==> config.mk <==
export PLATFORM = sky130hd
export DESIGN_NAME = seven_seg_scan
export DESIGN_NICKNAME = d
export VERILOG_FILES = /design/src/rtl/seven_seg_scan.sv
export SDC_FILE = /design/constraint.sdc
export NUM_CORES = 1
export LEC_CHECK = 0
export ABC_AREA = 0
export CORE_MARGIN = 2
export CORE_UTILIZATION = 60
export CTS_CLUSTER_SIZE = 8
export DETAILED_ROUTE_END_ITERATION = 8
export DONT_BUFFER_PORTS = 1
export PLACE_DENSITY_LB_ADDON = 0.15
export SYNTH_ARGS = -nofsm -noshare
export SYNTH_HDL_FRONTEND = slang
export SYNTH_SLANG_ARGS = --single-unit
==> constraint.sdc <==
create_clock -name clk -period 3.7 [get_ports clk]
set_input_delay 0.74 -clock clk [delete_from_list [all_inputs] [get_ports clk]]
set_output_delay 0.74 -clock clk [all_outputs]
set_load 0.02 [all_outputs]
==> src/rtl/seven_seg_scan.sv <==
// -----------------------------------------------------------------------------
// seven_seg_scan
//
// Time-multiplexed hex display driver for a common-anode seven-segment bank.
// One digit is driven at a time from a shadow copy of the packed hex value.
// The shadow only changes at a frame boundary (scan wrap to digit 0), so a
// frame never shows a mix of old and new data. Loads that arrive mid-frame
// are parked in a pending register; the last one before the boundary wins.
//
// Optional feature (compile-time macro GHOST_BLANK_EN):
//   When defined, the anodes are held off for the first GHOST_CYCLES clocks
//   of every digit slot while seg/dp already carry the new digit.
//   When undefined, GHOST_CYCLES has no effect.
//
// Ports:
//   clk         in   system clock
//   rst_n       in   asynchronous active-low reset
//   value       in   packed hex nibbles, digit i = value[4i+3:4i]
//   dp_in       in   decimal-point request per digit, 1 = lit
//   load        in   capture value/dp_in this cycle
//   blank_lz    in   leading-zero blanking enable, sampled live
//   seg         out  segments {a,b,c,d,e,f,g}, active-low
//   dp          out  decimal point, active-low
//   an          out  digit enables, active-low, one-hot-low when active
//   frame_tick  out  one-clock pulse when the scan wraps to digit 0
// -----------------------------------------------------------------------------
module seven_seg_scan #(
    parameter int NUM_DIGITS   = 4,      // at least 2
    parameter int REFRESH_DIV  = 50000,  // clocks per digit slot, at least 4
    parameter int GHOST_CYCLES = 2       // less than REFRESH_DIV
) (
    input  logic                    clk,
    input  logic                    rst_n,
    input  logic [4*NUM_DIGITS-1:0] value,
    input  logic [NUM_DIGITS-1:0]   dp_in,
    input  logic                    load,
    input  logic                    blank_lz,
    output logic [6:0]              seg,
    output logic                    dp,
    output logic [NUM_DIGITS-1:0]   an,
    output logic                    frame_tick
);

    localparam int PW = $clog2(REFRESH_DIV);
    localparam int IW = $clog2(NUM_DIGITS);
    localparam int VW = 4 * NUM_DIGITS;

    localparam logic [PW-1:0] PRESC_LAST = PW'(REFRESH_DIV - 1);
    localparam logic [IW-1:0] IDX_LAST   = IW'(NUM_DIGITS - 1);
    localparam logic [PW-1:0] GHOST_LIM  = PW'(GHOST_CYCLES);

`ifdef GHOST_BLANK_EN
    localparam bit GHOST_EN = 1'b1;
`else
    localparam bit GHOST_EN = 1'b0;
`endif

    // Scan position
    logic [PW-1:0]         presc_q, presc_d;
    logic [IW-1:0]         idx_q, idx_d;

    // Pending (mid-frame load) and shadow (displayed) data
    logic [VW-1:0]         pend_val_q, pend_val_d;
    logic [NUM_DIGITS-1:0] pend_dp_q, pend_dp_d;
    logic                  pend_valid_q, pend_valid_d;
    logic [VW-1:0]         shadow_val_q, shadow_val_d;
    logic [NUM_DIGITS-1:0] shadow_dp_q, shadow_dp_d;

    // Registered outputs
    logic [6:0]            seg_q, seg_d;
    logic                  dp_q, dp_d;
    logic [NUM_DIGITS-1:0] an_q, an_d;
    logic                  frame_tick_q, frame_tick_d;

    // Combinational helpers
    logic                  slot_end;
    logic                  wrap;
    logic [3:0]            cur_nib;
    logic [NUM_DIGITS-1:0] upper_zero;
    logic                  lz_run;
    logic                  blanked;
    logic                  ghost_win;

    function automatic logic [6:0] hex_to_seg(input logic [3:0] n);
        logic [6:0] s;
        s = 7'h7F;
        case (n)
            4'h0: s = 7'h01;
            4'h1: s = 7'h4F;
            4'h2: s = 7'h12;
            4'h3: s = 7'h06;
            4'h4: s = 7'h4C;
            4'h5: s = 7'h24;
            4'h6: s = 7'h20;
            4'h7: s = 7'h0F;
            4'h8: s = 7'h00;
            4'h9: s = 7'h0C;
            4'hA: s = 7'h08;
            4'hB: s = 7'h60;
            4'hC: s = 7'h31;
            4'hD: s = 7'h42;
            4'hE: s = 7'h30;
            4'hF: s = 7'h38;
            default: s = 7'h7F;
        endcase
        return s;
    endfunction

    // ---------------------------------------------------------------------
    // Scan counters and data capture
    // ---------------------------------------------------------------------
    always_comb begin
        slot_end     = (presc_q == PRESC_LAST);
        wrap         = slot_end && (idx_q == IDX_LAST);

        presc_d      = slot_end ? '0 : presc_q + PW'(1);
        idx_d        = idx_q;
        if (slot_end) begin
            idx_d = wrap ? '0 : idx_q + IW'(1);
        end

        pend_val_d   = pend_val_q;
        pend_dp_d    = pend_dp_q;
        pend_valid_d = pend_valid_q;
        shadow_val_d = shadow_val_q;
        shadow_dp_d  = shadow_dp_q;

        if (wrap) begin
            // A load on the boundary cycle beats anything already pending.
            if (load) begin
                shadow_val_d = value;
                shadow_dp_d  = dp_in;
            end else if (pend_valid_q) begin
                shadow_val_d = pend_val_q;
                shadow_dp_d  = pend_dp_q;
            end
            pend_valid_d = 1'b0;
        end else if (load) begin
            pend_val_d   = value;
            pend_dp_d    = dp_in;
            pend_valid_d = 1'b1;
        end

        frame_tick_d = wrap;
    end

    // ---------------------------------------------------------------------
    // Output image of the current digit
    // ---------------------------------------------------------------------
    always_comb begin
        // upper_zero[i] = nibbles i..NUM_DIGITS-1 of the shadow are all zero
        upper_zero = '0;
        lz_run     = 1'b1;
        for (int i = NUM_DIGITS - 1; i >= 0; i--) begin
            lz_run        = lz_run & (shadow_val_q[4*i +: 4] == 4'h0);
            upper_zero[i] = lz_run;
        end

        cur_nib   = shadow_val_q[{idx_q, 2'b00} +: 4];
        // Digit 0 is never blanked so a zero value still shows one "0".
        blanked   = blank_lz && (idx_q != '0) && upper_zero[idx_q];
        ghost_win = (presc_q < GHOST_LIM);

        seg_d = blanked ? 7'h7F : hex_to_seg(cur_nib);
        dp_d  = ~shadow_dp_q[idx_q];
        an_d  = ~(NUM_DIGITS'(1) << idx_q);
        if (GHOST_EN && ghost_win) begin
            an_d = '1;
        end
    end

    // ---------------------------------------------------------------------
    // State registers
    // ---------------------------------------------------------------------
    always_ff @(posedge clk or negedge rst_n) begin
        if (!rst_n) begin
            presc_q      <= '0;
            idx_q        <= '0;
            pend_val_q   <= '0;
            pend_dp_q    <= '0;
            pend_valid_q <= 1'b0;
            shadow_val_q <= '0;
            shadow_dp_q  <= '0;
            seg_q        <= 7'h7F;
            dp_q         <= 1'b1;
            an_q         <= '1;
            frame_tick_q <= 1'b0;
        end else begin
            presc_q      <= presc_d;
            idx_q        <= idx_d;
            pend_val_q   <= pend_val_d;
            pend_dp_q    <= pend_dp_d;
            pend_valid_q <= pend_valid_d;
            shadow_val_q <= shadow_val_d;
            shadow_dp_q  <= shadow_dp_d;
            seg_q        <= seg_d;
            dp_q         <= dp_d;
            an_q         <= an_d;
            frame_tick_q <= frame_tick_d;
        end
    end

    assign seg        = seg_q;
    assign dp         = dp_q;
    assign an         = an_q;
    assign frame_tick = frame_tick_q;

endmodule

# --- Word level (Yosys, flattened, before mapping) ---
# Memory sizes are Yosys's and may differ from the RTL's.
# Cells that the tools add are included.
classes:
  add_sub_neg: 2
  n_lt_le_gt_ge: 1
  eq_ne: 2
  shift: 2
  mux: 13
  n_bitwise: 6
  n_reduce_logical: 12
ops:
  columns: ["operator", "n"]
  rows:
  - ["2-to-1 mux 16 bit", 3]
  - ["adder 16 x 1 -> 16 bit (second input constant)", 1]
  - ["== test 16 bit (second input constant)", 1]
  - ["zero test 4 bit", 4]
  - ["variable part select 16 x 5 -> 4 bit", 1]
  - ["2-to-1 mux 4 bit", 2]
  - ["2-to-1 mux 7 bit", 1]
  - ["nonzero test 2 bit", 3]
  - ["binary-select mux 1 bit (select 2 bit)", 2]
  - ["2-to-1 mux 1 bit", 4]
  - ["NOT 4 bit", 1]
  - ["AND reduction 2 bit", 2]
  - ["left shift 1 x 2 -> 4 bit (first input constant)", 1]
  - ["bitwise AND 1 bit", 3]
  - ["logical AND 1 bit", 3]
  - ["less-than comparator 2 x 3 -> 1 bit (second input constant)", 1]
  - ["adder 2 x 1 -> 2 bit (second input constant)", 1]
  - ["== test 2 bit (second input constant)", 1]
  - ["2-to-1 mux 2 bit", 1]
  - ["NOT 1 bit", 2]
totals:
  regBits: 72
  romBits: 112
  input_bits: 24
  out_inout_bits: 13
  elab_cells: 50
  n_memories: 1
mem_list:
  columns: ["memory", "words", "width", "rd", "rd_clocked_by_memory_dff", "write_ports", "line", "source"]
  rows:
  - ["(no name shown)", 16, 7, 1, 0, 0, "87", "case (n)"]

# --- Depth between registers and ports, before layout ---
# Gate-level depths: netlist of the first run.
depth:
  ltp_word: 8
  mapped_depth: 8
  depth_no_buf: 7

# --- Worst setup path before layout of the first run ---
# Ideal clock, no wire load.
synth_path:
  path_type: "register to register"
  start: "reg idx_q[0]"
  end: "reg seg_q[3] (netlist: seg[3])"
  setup_time_ns: 0.072
  t_arrival_ns: 1.894
  t_required_ns: 3.628
  path_slack_ns: 1.735
  stages_incl_launch_ff: 8
  path_buffers: 1
  period_less_slack_ns: 1.965
  path_cell_list: "dfrtp_1 > buf_6 > mux4_2 > inv_1 > ha_1 > and2_1 > a32o_1 > o21ai_1"
synth_between:
  elab_chain_len: 4
  elab_cells_between_ends: 8
  cone_classes: "shift: 1; mux: 3; reduce/logical: 3; memory: 1"
synth_lines:
  columns: ["element", "line", "source"]
  rows:
  - ["start: declaration", "60", "logic [IW-1:0] idx_q, idx_d;"]
  - ["start signal: assignment", "190", "idx_q <= idx_d;"]
  - ["parallel branches: the longest is 3 deep, another holds memory (16 x 7 bit)", null, null]
  - ["2-to-1 mux 7 bit (*)", "164", "seg_d = blanked ? 7'h7F : hex_to_seg(cur_nib);"]
  - ["net seg_d[3]", "70", "logic [6:0] seg_q, seg_d;"]
  - ["end signal: assignment", "196", "seg_q <= seg_d;"]
  - ["end: declaration", "70", null]
# Mark *: on every way through the listed nets, which the timed path passes. The select of a mux whose other input is x is not followed.
# A chain may end at the register's enable or synchronous reset.

# --- Worst setup path in the final report of the first run ---
layout_path:
  start: "reg presc_q[0]"
  end: "reg pend_val_q[9]"
layout_between:
  elab_chain_len: 4
layout_lines:
  columns: ["element", "line", "source"]
  rows:
  - ["start: declaration", "59", "logic [PW-1:0] presc_q, presc_d;"]
  - ["start signal: assignment", "189", "presc_q <= presc_d;"]
  - ["== test 16 bit", "113", "slot_end = (presc_q == PRESC_LAST);"]
  - ["logical AND 1 bit", "114", "wrap = slot_end && (idx_q == IDX_LAST);"]
  - ["NOT 1 bit (no line)", null, null]
  - ["AND reduction 2 bit (no line)", null, null]
  - ["end signal: assignment", "191", "pend_val_q <= pend_val_d;"]
  - ["end: declaration", "63", "logic [VW-1:0] pend_val_q, pend_val_d;"]
# Every way passes these cells.

==> flow_summary.yaml, run 1 <==
place:
  routabilityCongestion: 0.836
  dpl.hpwl_um: 4090
  placed_cell_area_um2: 3650
  placement.io_buffers: 0
timing:
  final-hold-violation-count: 0
  achievable-frequency_mhz: 378
  setup_tns_ns: 0
  worst-slew-pin-transition_ns: 0.737
  fin_crit_sh_pct: 71.5
  final.setup_skew_ns: 0.0101
  timing.final.max_slew_violations: 0
  timing.slew.headroom_pct: 50.8
  rsz0062_at_grt: "false"
  period_needed_ns: 2.64
  setup_viol: 0
yosys:
  syn-num-nets: 298
  netlist-cell-type-count: 46
  synthesis.area_per_instance_um2: 13.9
  syn-instance-count: 263
  number_of_enable_flip_flop_cells_after_synthesis: 0
  post-synth-top-area-cell: "sky130_fd_sc_hd__dfrtp_1"
  yosys-top-cells-count: "sky130_fd_sc_hd__dfrtp_1, sky130_fd_sc_hd__mux2_4, sky130_fd_sc_hd__mux2_2, sky130_fd_sc_hd__dfstp_2, sky130_fd_sc_hd__ha_1"
  netlist.area_leader.share_pct: 41.0
  part_of_the_yosys_area_used_for_sequential_elements_pct: 49.6
  leading_post_synthesis_cells_by_cell_area: "sky130_fd_sc_hd__dfrtp_1, sky130_fd_sc_hd__mux2_4, sky130_fd_sc_hd__dfstp_2, sky130_fd_sc_hd__mux2_2, sky130_fd_sc_hd__ha_1"
  synthesis.area_um2: 3660
  ys_warn_count: 0
  yosys_most_used_dff: "sky130_fd_sc_hd__dfrtp_1"
  synth_register_bits: 72
  async_reset_ff_share_pct: 100
  most_frequent_cell_after_synthesis: "sky130_fd_sc_hd__dfrtp_1"
detailed_routing:
  drt-wirelength-per-cell_um: 18.0
  wirelength_met1_um: 2850
  drcViolationCount: 0
  dr_total_vias: 2015
  number_of_search_and_repair_iterations_in_the_first_detailed_routing_pass: 4
  met3_wirelength_um: 257
  met2_wirelength_um: 2950
  top_routing_layer_in_use: "met4"
  drt_initial_violations: 80
  via_per_inst: 5.91
  drt-total-wl_um: 6150
  route.antenna.remaining_nets: 0
worst_setup_path:
  timing.critical_path.arrival_ns: 2.87
  end_kind: "flip-flop"
  critPathKind: "flip-flop to flip-flop"
  critical_path_peak_fanout: 20
  cp.required_ns: 3.93
  setup_crit_start_kind: "flip-flop"
cells_and_area:
  syn_to_final_growth_pct: 4.89
  diodes: 0
  final.fill_count: 455
  layout.nets: 297
  share_of_layout_cells_above_drive_strength_1_pct: 36.5
  final_area_um2: 3840
cts:
  cts.repair.resized: 0
  postCtsSetupBuffers: 0
  clk_latency_ns: 0.35
  clockRootBuffer: "sky130_fd_sc_hd__clkbuf_8"
  clock_path_buffers: 2
  post_cts_hold_buffer_count: 0
  number_of_clock_sinks: 72
  clock_tree_from_tritoncts: "yes"
  clkSlewWorstSetupHoldPaths_ns: 0.08
  cts_buffers: 9
  cts.htree.levels: 3
die:
  num_rows: 28
  core_area_um2: 5920
  die_height_um: 82.1
  ios: 37
  die_w_um: 82.1
  die_area_um2: 6740
  initial_utilization_pct: 61.9
run:
  maxCapViolations: 0
global_routing:
  first_global_vias: 2139
  grt_remaining_overflow: 0
  grt_start_max_net_pins: 73
  grt_antenna_before_repair: 0
  grt_first_pass_wirelength_um: 10600
  track_usage_pct: 21.8
pwr:
  p_total_mw: 1.50
  max-vdd-ir-drop_mv: 0.224
  power_per_standard_cell_area_nw_per_um2: 390
  static-leakage-power_nw: 1.78
run_status:
  run_status: "completed"
worst_hold_path:
  hold_crit_path_type: "input pin to async pin"
-- power breakdown --
group          leakage, nW  internal (mW)  switching (mW)
combinational        0.789         0.0538          0.0185
clock               0.0925          0.326           0.280
sequential           0.898          0.809          0.0121
-- worst max-delay path, cell delays in order (launching register included) --
cell                      delay [ns]
sky130_fd_sc_hd__dfrtp_1        0.38
sky130_fd_sc_hd__ha_1           0.29
sky130_fd_sc_hd__and3_4         0.23
sky130_fd_sc_hd__and4_1         0.54
sky130_fd_sc_hd__a21bo_2        0.72
sky130_fd_sc_hd__mux2_4         0.35
-- final timing paths --
check	slack, ns	startpoint	cells past startpoint	to
max in group asynchronous	3.42	rst_n	0	dp$_DFF_PN1_
setup / recovery	1.06	presc_q[0]$_DFF_PN0_	5	pend_val_q[9]$_DFFE_PN0P_
hold reg to reg	0.48	presc_q[0]$_DFF_PN0_	1	presc_q[0]$_DFF_PN0_
setup reg to reg	1.06	presc_q[0]$_DFF_PN0_	5	pend_val_q[9]$_DFFE_PN0P_
hold / removal	0.08	rst_n	0	presc_q[3]$_DFF_PN0_
min in group clk	0.48	presc_q[0]$_DFF_PN0_	1	presc_q[0]$_DFF_PN0_
-- cell families (layout without fill, tap and decap cells) --
family,Yosys count,count (layout),synth area share [%]
mux,68,68,26.5
flops,72,72,49.6
xor+xnor,12,12,2.87
simple gates,57,57,9.46
fa+ha+maj,11,11,3.76
buf+inv,22,25,3.83
compound gates,21,21,3.96
-- layer usage --
metal,up-vias,GRT usage (%)
li1,939,-
met1,1023,29.4
met2,47,32.6
met3,6,6.74
met4,0,9.83
met5,-,0
-- flip-flops by register name, indices dropped and copies added, names as in the netlist --
register,cells
pend_val_q,16
shadow_dp_q,4
frame_tick,1
idx_q,2
pend_dp_q,4
pend_valid_q,1
presc_q,16
dp,1
shadow_val_q,16
an,4
seg,7
-- cell usage in the layout (no fill, tap or decap), drive strengths merged, types with 2 or more instances in the layout --
| cell | instances |
|---|---|
| dfrtp | 60 |
| nand3 | 6 |
| and2 | 5 |
| xor2 | 5 |
| and3 | 3 |
| xnor2 | 7 |
| o21ai | 7 |
| nand2 | 10 |
| ha | 11 |
| inv | 10 |
| nand2b | 2 |
| and4 | 4 |
| nor4bb | 2 |
| nor2 | 9 |
| clkbuf | 12 |
| o211ai | 2 |
| mux2 | 62 |
| mux4 | 5 |
| nor4 | 4 |
| a21oi | 3 |
| nand4 | 6 |
| dfstp | 12 |
-- metrics by stage --
step,setup WS (ns),util (%),std cells,hold WS (ns)
after global placement,1.11,61.7,326,0.447
after detailed placement,1.00,61.7,326,0.446
after global routing,0.848,64.9,341,0.0523
final,1.06,64.9,341,0.0778
after CTS,0.993,64.9,341,0.0663
after floorplan,1.73,-,263,0.444
-- cell type report --
cell class	count	area, um^2	share of cell area (%)
clock inverters	3	42.5	1.11
inverters	10	37.5	0.977
clock buffers	12	145	3.78
multi-input cells	169	1710	44.4
flip-flops and latches	72	1820	47.3
well taps	75	93.8	2.44
No activity file was read; power rests on OpenSTA's default activity.
==> inputs of run 2 (changes only) <==
- clock period: 3.7 -> 2.6 ns (I/O delays scaled with it)
==> run 2 against run 1 <==
Effect of this change: clock skew is 0.0038 ns higher; via count is 0.35% higher; count of clock-buffer cells in the layout is 3 lower; design area is 2.4% higher; critical path type unchanged; maximum frequency is 20% higher; critical path depth is 1 higher.
==> flow_summary.yaml, run 2 (synthesis results as in run 1) <==
cells_and_area:
  diodes: 0
  final.fill_count: 420
  syn_to_final_growth_pct: 7.38
  final_area_um2: 3930
  multi_input_area_um2: 1710
  share_of_layout_cells_above_drive_strength_1_pct: 38.1
  final-seq-area_um2: 1820
  layout_common_cells: "sky130_fd_sc_hd__dfrtp_1, sky130_fd_sc_hd__mux2_4, sky130_fd_sc_hd__mux2_2"
  layout.nets: 303
  utilization_pct: 66.4
  largest_registers: "pend_val_q (16), presc_q (16), shadow_val_q (16)"
  most_frequent_standard_cell_in_the_layout_excluding_fill_and_tap_cells: "sky130_fd_sc_hd__dfrtp_1"
cts:
  clk_latency_ns: 0.35
  clockRootBuffer: "sky130_fd_sc_hd__clkbuf_8"
  number_of_clock_sinks: 72
  clock_path_buffers: 2
  post_cts_hold_buffer_count: 2
  cts_buffers: 9
  clkSlewWorstSetupHoldPaths_ns: 0.08
  postCtsSetupBuffers: 0
  cts.repair.resized: 0
  clock_tree_from_tritoncts: "yes"
  cts.htree.levels: 3
worst_setup_path:
  startpoint: "idx_q[0]$_DFFE_PN0N_"
  timing.critical_path.arrival_ns: 2.47
  crit_path_max_incr_delay_ns: 0.62
  cp.required_ns: 2.87
  worst-path-buf-inv: 1
  critical_path.cell_chain: "mux4_2 -> inv_1 -> ha_1 -> and2_1 -> a32o_1 -> o21ai_1"
  depth_of_the_most_critical_reg_to_reg_path: 6
  cp_slowest_cell: "sky130_fd_sc_hd__mux4_2"
  critPathTopFamily: "multiplexers"
  path_depth: 6
  worstReg2RegEnd: "seg[3]$_DFF_PN1_"
  critPathKind: "flip-flop to flip-flop"
  timing.critical_path.to: "seg[3]$_DFF_PN1_"
  worst-r2r-setup-slack_ns: 0.40
  setup_crit_start_kind: "flip-flop"
  end_kind: "flip-flop"
  critical_path_peak_fanout: 8
  rr_startpoint: "idx_q[0]$_DFFE_PN0N_"
die:
  num_rows: 28
  die_w_um: 82.1
  ios: 37
  core_area_um2: 5920
  initial_utilization_pct: 61.9
  die_area_um2: 6740
  die_height_um: 82.1
place:
  placement.io_buffers: 0
  dpl_worst_slack_ns: 0.393
  placed_cell_area_um2: 3690
  routabilityCongestion: 0.862
  dpl.hpwl_um: 4030
timing:
  fin_crit_sh_pct: 84.6
  worst-slew-pin-transition_ns: 0.422
  timing.slew.headroom_pct: 71.8
  layout_setup_ws_ns: 0.399
  setup_tns_ns: 0
  period_needed_ns: 2.20
  final.setup_skew_ns: 0.0140
  final-hold-violation-count: 0
  timing.final.max_slew_violations: 0
  setup_viol: 0
  achievable-frequency_mhz: 454
  rsz0062_at_grt: "false"
global_routing:
  track_usage_pct: 21.1
  grt_antenna_before_repair: 0
  first_global_vias: 2072
  grt_start_max_net_pins: 61
  grt_remaining_overflow: 0
  grt_first_pass_wirelength_um: 10300
detailed_routing:
  number_of_search_and_repair_iterations_in_the_first_detailed_routing_pass: 6
  route.antenna.remaining_nets: 0
  dr_total_vias: 2022
  drt-total-wl_um: 6140
  via_per_inst: 5.81
  drt-wirelength-per-cell_um: 17.6
  drcViolationCount: 0
  drt_initial_violations: 110
worst_hold_path:
  hold_crit_path_type: "input pin to async pin"
run:
  maxCapViolations: 0
pwr:
  static-leakage-power_nw: 1.82
  max-vdd-ir-drop_mv: 0.395
  p_total_mw: 2.16
  power_per_standard_cell_area_nw_per_um2: 550
run_status:
  run_status: "completed"
-- run 2: changes by cell type in the layout (fill, tap and decap cells not counted), moves of 2 or more --
cell                            delta
sky130_fd_sc_hd__clkinv_4          +2
sky130_fd_sc_hd__clkbuf_1          -2
sky130_fd_sc_hd__dlygate4sd3_1     +2
sky130_fd_sc_hd__buf_4             +2
-- run 2: how the worst min path moves through the flow --
| stage | startpoint | end | slack (ns) | depth (start not counted) |
|---|---|---|---|---|
| 2_1_floorplan | rst_n | frame_tick$_DFF_PN0_ | 0.22 | 0 |
| 3_3_place_gp | rst_n | presc_q[7]$_DFF_PN0_ | 0.23 | 0 |
| 3_5_place_dp | rst_n | presc_q[2]$_DFF_PN0_ | 0.23 | 0 |
| 4_1_cts | rst_n | an[0]$_DFF_PN1_ | 0.0005 | 0 |
| 5_1_grt | rst_n | presc_q[3]$_DFF_PN0_ | 0.03 | 1 |
| 6_report | rst_n | presc_q[7]$_DFF_PN0_ | 0.03 | 1 |
-- run 2: power breakdown --
group | internal (mW) | switching [mW]
clock network | 0.442 | 0.419
registers | 1.15 | 0.0157
logic | 0.0857 | 0.0489
total | 1.68 | 0.483
-- run 2: layer usage --
metal | routed length (um) | track usage [%] | up-vias
met5 | 0 | 0 | -
met4 | 187 | 12.5 | 0
met3 | 291 | 5.11 | 16
met2 | 2750 | 29.3 | 61
met1 | 2910 | 30.2 | 989
li1 | - | - | 956
-- run 2: cell type report --
| class | instances | area share, % |
|---|---|---|
| Inverter | 10 | 0.955 |
| Sequential cell | 72 | 46.2 |
| Multi-Input combinational cell | 169 | 43.4 |
| Clock buffer | 9 | 3.15 |
| Clock inverter | 7 | 1.85 |
| Timing Repair Buffer | 6 | 2.10 |
| Tap cell | 75 | 2.39 |
-- run 2: per-stage QoR --
stage | hold WS (ns) | cells
6_report | 0.0326 | 348
5_1_grt | 0.0301 | 348
4_1_cts | 0.000522 | 347
3_5_place_dp | 0.226 | 329
3_3_place_gp | 0.226 | 329
2_1_floorplan | 0.224 | 263
-- run 2: worst register-to-register path: cells and delay by family, from the launching register on --
| kind | cells | cell delay, ns |
|---|---|---|
| muxes | 1 | 0.63 |
| DFF | 1 | 0.57 |
| buffers and inverters | 1 | 0.15 |
| and+or+nand+nor | 1 | 0.15 |
| AOI/OAI and AO/OA | 2 | 0.34 |
| adders and majority gates | 1 | 0.28 |
==> inputs of run 3 (changes only) <==
- ABC_AREA: 0 -> 1
- CORE_UTILIZATION: 60 -> 57
- clock period: 2.6 -> 1.9 ns (I/O delays scaled with it)
==> run 3 against run 2 <==
Effect of this change: first-iteration DRC count grew 52%; die area grew 10%; design area grew 6.8%; the flow now finishes with violations (hold timing); utilization shrank 1.4 points; hold slack lost 0.31 ns.
==> flow_summary.yaml, run 3 <==
pwr:
  max-vdd-ir-drop_mv: 0.578
  comb_pwr_share_pct: 2.6
  static-leakage-power_nw: 2.21
  netSwitchingFraction_pct: 18.2
  power_per_standard_cell_area_nw_per_um2: 821
  power.net_switching_uw: 628
  power.sequential.fraction_pct: 46.1
  internal_power_mw: 2.82
  power.clock.fraction_pct: 51.3
  p_total_mw: 3.45
timing:
  achievable-frequency_mhz: 580
  timing.slew.headroom_pct: 78.0
  setup_viol: 0
  timing.final.max_slew_violations: 0
  final-hold-violation-count: 72
  rsz0062_at_grt: "false"
  layout_setup_ws_ns: 0.175
  holdWs_ns: -0.275
  fin_crit_sh_pct: 90.8
  final.setup_skew_ns: 0.00965
  period_needed_ns: 1.72
  setup_tns_ns: 0
  worst-slew-pin-transition_ns: 0.329
run_status:
  run_status: "finished, violations left"
  failed_checks: "hold timing"
worst_setup_path:
  rr_startpoint: "idx_q[0]$_DFFE_PN0N_"
  critPathKind: "flip-flop to flip-flop"
  critical_path.cell_chain: "inv_2 -> nand2_1 -> nand3_1 -> nand2_1 -> ha_1 -> inv_1 -> nand3_1 -> nand2_1 -> nand2_1 -> nand3_1"
  timing.critical_path.arrival_ns: 2.00
  worst_path_most_repeated_cell: "sky130_fd_sc_hd__nand2_1"
  crit_path_max_incr_delay_ns: 0.49
  setup_crit_start_kind: "flip-flop"
  critical_path_peak_fanout: 10
  cp.required_ns: 2.17
  startpoint: "idx_q[0]$_DFFE_PN0N_"
  cp_slowest_cell: "sky130_fd_sc_hd__dfrtp_1"
  end_kind: "flip-flop"
detailed_routing:
  drt_initial_violations: 167
  dr_total_vias: 3129
  drt-wirelength-per-cell_um: 12.6
  met2_wirelength_um: 3440
  met3_wirelength_um: 327
  drcViolationCount: 0
  via_per_inst: 5.28
  wirelength_met1_um: 3590
  route.antenna.remaining_nets: 0
  top_routing_layer_in_use: "met4"
  number_of_search_and_repair_iterations_in_the_first_detailed_routing_pass: 4
  drt-total-wl_um: 7490
yosys:
  syn-instance-count: 514
  number_of_enable_flip_flop_cells_after_synthesis: 0
  netlist-cell-type-count: 26
  synthesis.area_um2: 3850
  synth_register_bits: 72
  netlist.area_leader.share_pct: 39.0
  part_of_the_yosys_area_used_for_sequential_elements_pct: 47.1
  async_reset_ff_share_pct: 100
  yosys-top-cells-count: "sky130_fd_sc_hd__nand2_1, sky130_fd_sc_hd__dfrtp_1, sky130_fd_sc_hd__nand3_1, sky130_fd_sc_hd__inv_1, sky130_fd_sc_hd__nor2_1"
  leading_post_synthesis_cells_by_cell_area: "sky130_fd_sc_hd__dfrtp_1, sky130_fd_sc_hd__nand2_1, sky130_fd_sc_hd__dfstp_2, sky130_fd_sc_hd__nand3_1, sky130_fd_sc_hd__inv_1"
  most_frequent_cell_after_synthesis: "sky130_fd_sc_hd__nand2_1"
  post-synth-top-area-cell: "sky130_fd_sc_hd__dfrtp_1"
  yosys_most_used_dff: "sky130_fd_sc_hd__dfrtp_1"
  ys_warn_count: 0
  syn-num-nets: 549
  synthesis.area_per_instance_um2: 7.50
die:
  ios: 37
  initial_utilization_pct: 59.7
  die_w_um: 86.2
  core_area_um2: 6460
  die_area_um2: 7430
  die_height_um: 86.2
  num_rows: 29
cts:
  clockRootBuffer: "sky130_fd_sc_hd__clkbuf_8"
  cts_buffers: 9
  clock_path_buffers: 2
  number_of_clock_sinks: 72
  clock_tree_from_tritoncts: "yes"
  clk_latency_ns: 0.34
  cts.htree.levels: 3
  postCtsSetupBuffers: 0
  clkSlewWorstSetupHoldPaths_ns: 0.08
cells_and_area:
  most_frequent_standard_cell_in_the_layout_excluding_fill_and_tap_cells: "sky130_fd_sc_hd__nand2_1"
  largest_registers: "pend_val_q (16), presc_q (16), shadow_val_q (16)"
  diodes: 0
  layout.nets: 546
  layout_common_cells: "sky130_fd_sc_hd__nand2_1, sky130_fd_sc_hd__dfrtp_1, sky130_fd_sc_hd__nand3_1"
  share_of_layout_cells_above_drive_strength_1_pct: 10.5
  final_area_um2: 4200
  syn_to_final_growth_pct: 8.99
worst_hold_path:
  hold_crit_path_type: "input pin to async pin"
global_routing:
  grt_antenna_before_repair: 0
  first_global_vias: 2998
  grt_remaining_overflow: 0
  track_usage_pct: 22.3
  grt_start_max_net_pins: 73
  grt_first_pass_wirelength_um: 13200
place:
  placement.io_buffers: 0
  dpl.hpwl_um: 5160
  routabilityCongestion: 0.893
  placed_cell_area_um2: 3900
  dpl_worst_slack_ns: 0.237
run:
  maxCapViolations: 0
-- run 3: cell count changes after synthesis, moves of 7 or more --
cell,change
sky130_fd_sc_hd__nand2_1,+175
sky130_fd_sc_hd__nand3_1,+47
sky130_fd_sc_hd__inv_1,+42
sky130_fd_sc_hd__mux2_4,-40
sky130_fd_sc_hd__nor2_1,+26
sky130_fd_sc_hd__mux2_2,-22
sky130_fd_sc_hd__o21ai_0,+20
sky130_fd_sc_hd__nand4_1,+18
sky130_fd_sc_hd__buf_2,+8
sky130_fd_sc_hd__inv_2,+7
sky130_fd_sc_hd__xnor2_1,-7
-- run 3: power by group through the flow --
stage / Combinational (mW) / Clock [mW] / Sequential, mW
3_5_place_dp: 0.0899 / 0 / 1.62
6_report: 0.0888 / 1.77 / 1.59
5_1_grt: 0.108 / 1.88 / 1.59
4_1_cts: 0.0902 / 1.81 / 1.59
2_1_floorplan: 0.0909 / 0 / 1.61
3_3_place_gp: 0.0869 / 0 / 1.62
-- run 3: cells by family (layout without fill, tap and decap cells) --
logic type | after synthesis | after routing | share of synthesized area [%]
AND/OR/NAND/NOR | 313 | 313 | 35.1
flip-flops | 72 | 72 | 47.1
adder cells (fa/ha/maj) | 11 | 11 | 3.57
buffers and inverters | 82 | 84 | 8.86
XOR/XNOR | 5 | 5 | 1.14
AO/OA/AOI/OAI | 31 | 31 | 4.16
-- run 3: area by class of cell --
type | instances | area [um^2]
Clock buffer | 11 | 151
Clock inverter | 5 | 150
Fill cell | 565 | 2260
Inverter | 59 | 221
Multi-Input combinational cell | 360 | 1700
Sequential cell | 72 | 1820
Tap cell | 77 | 96.3
Timing Repair Buffer | 9 | 67.6
-- run 3: path summary, 6_finish.rpt --
kind                                        endpoint  slack, ns  cells after the start
min in group clk           pend_val_q[2]$_DFFE_PN0P_       0.18                      2
max in group asynchronous           seg[3]$_DFF_PN1_       1.95                      0
max reg2reg                         seg[3]$_DFF_PN1_       0.18                     10
min reg2reg                     presc_q[0]$_DFF_PN0_       0.47                      1
max                                 seg[3]$_DFF_PN1_       0.18                     10
min                             presc_q[7]$_DFF_PN0_      -0.28                      0
-- run 3: stage by stage --
step,hold WS [ns],std cells,util [%]
floorplan,0.0844,514,-
global placement,0.0865,577,60.3
detailed placement,0.0868,577,60.3
CTS,-0.290,593,65.0
global route,-0.297,593,65.0
finish,-0.275,593,65.0
-- run 3: routing by layer --
layer,GRT usage [%],up-vias
met5,0,-
met4,10.8,0
met3,3.81,11
met2,35.0,69
met1,30.3,1436
li1,-,1613
-- run 3: what timing repair did --
item                                    4_1_cts  5_1_grt
endpoints found under the hold margin        72       72
endpoints found under the setup margin        0        1
gates resized for setup                       0        1
-- run 3: worst max-delay path, delay by kind of cell, from the launching register on --
| family | cells | cell delay [ns] |
|---|---|---|
| adder cells (fa/ha/maj) | 1 | 0.37 |
| buffers and inverters | 2 | 0.23 |
| flip-flops | 1 | 0.49 |
| AND/OR/NAND/NOR | 7 | 0.58 |
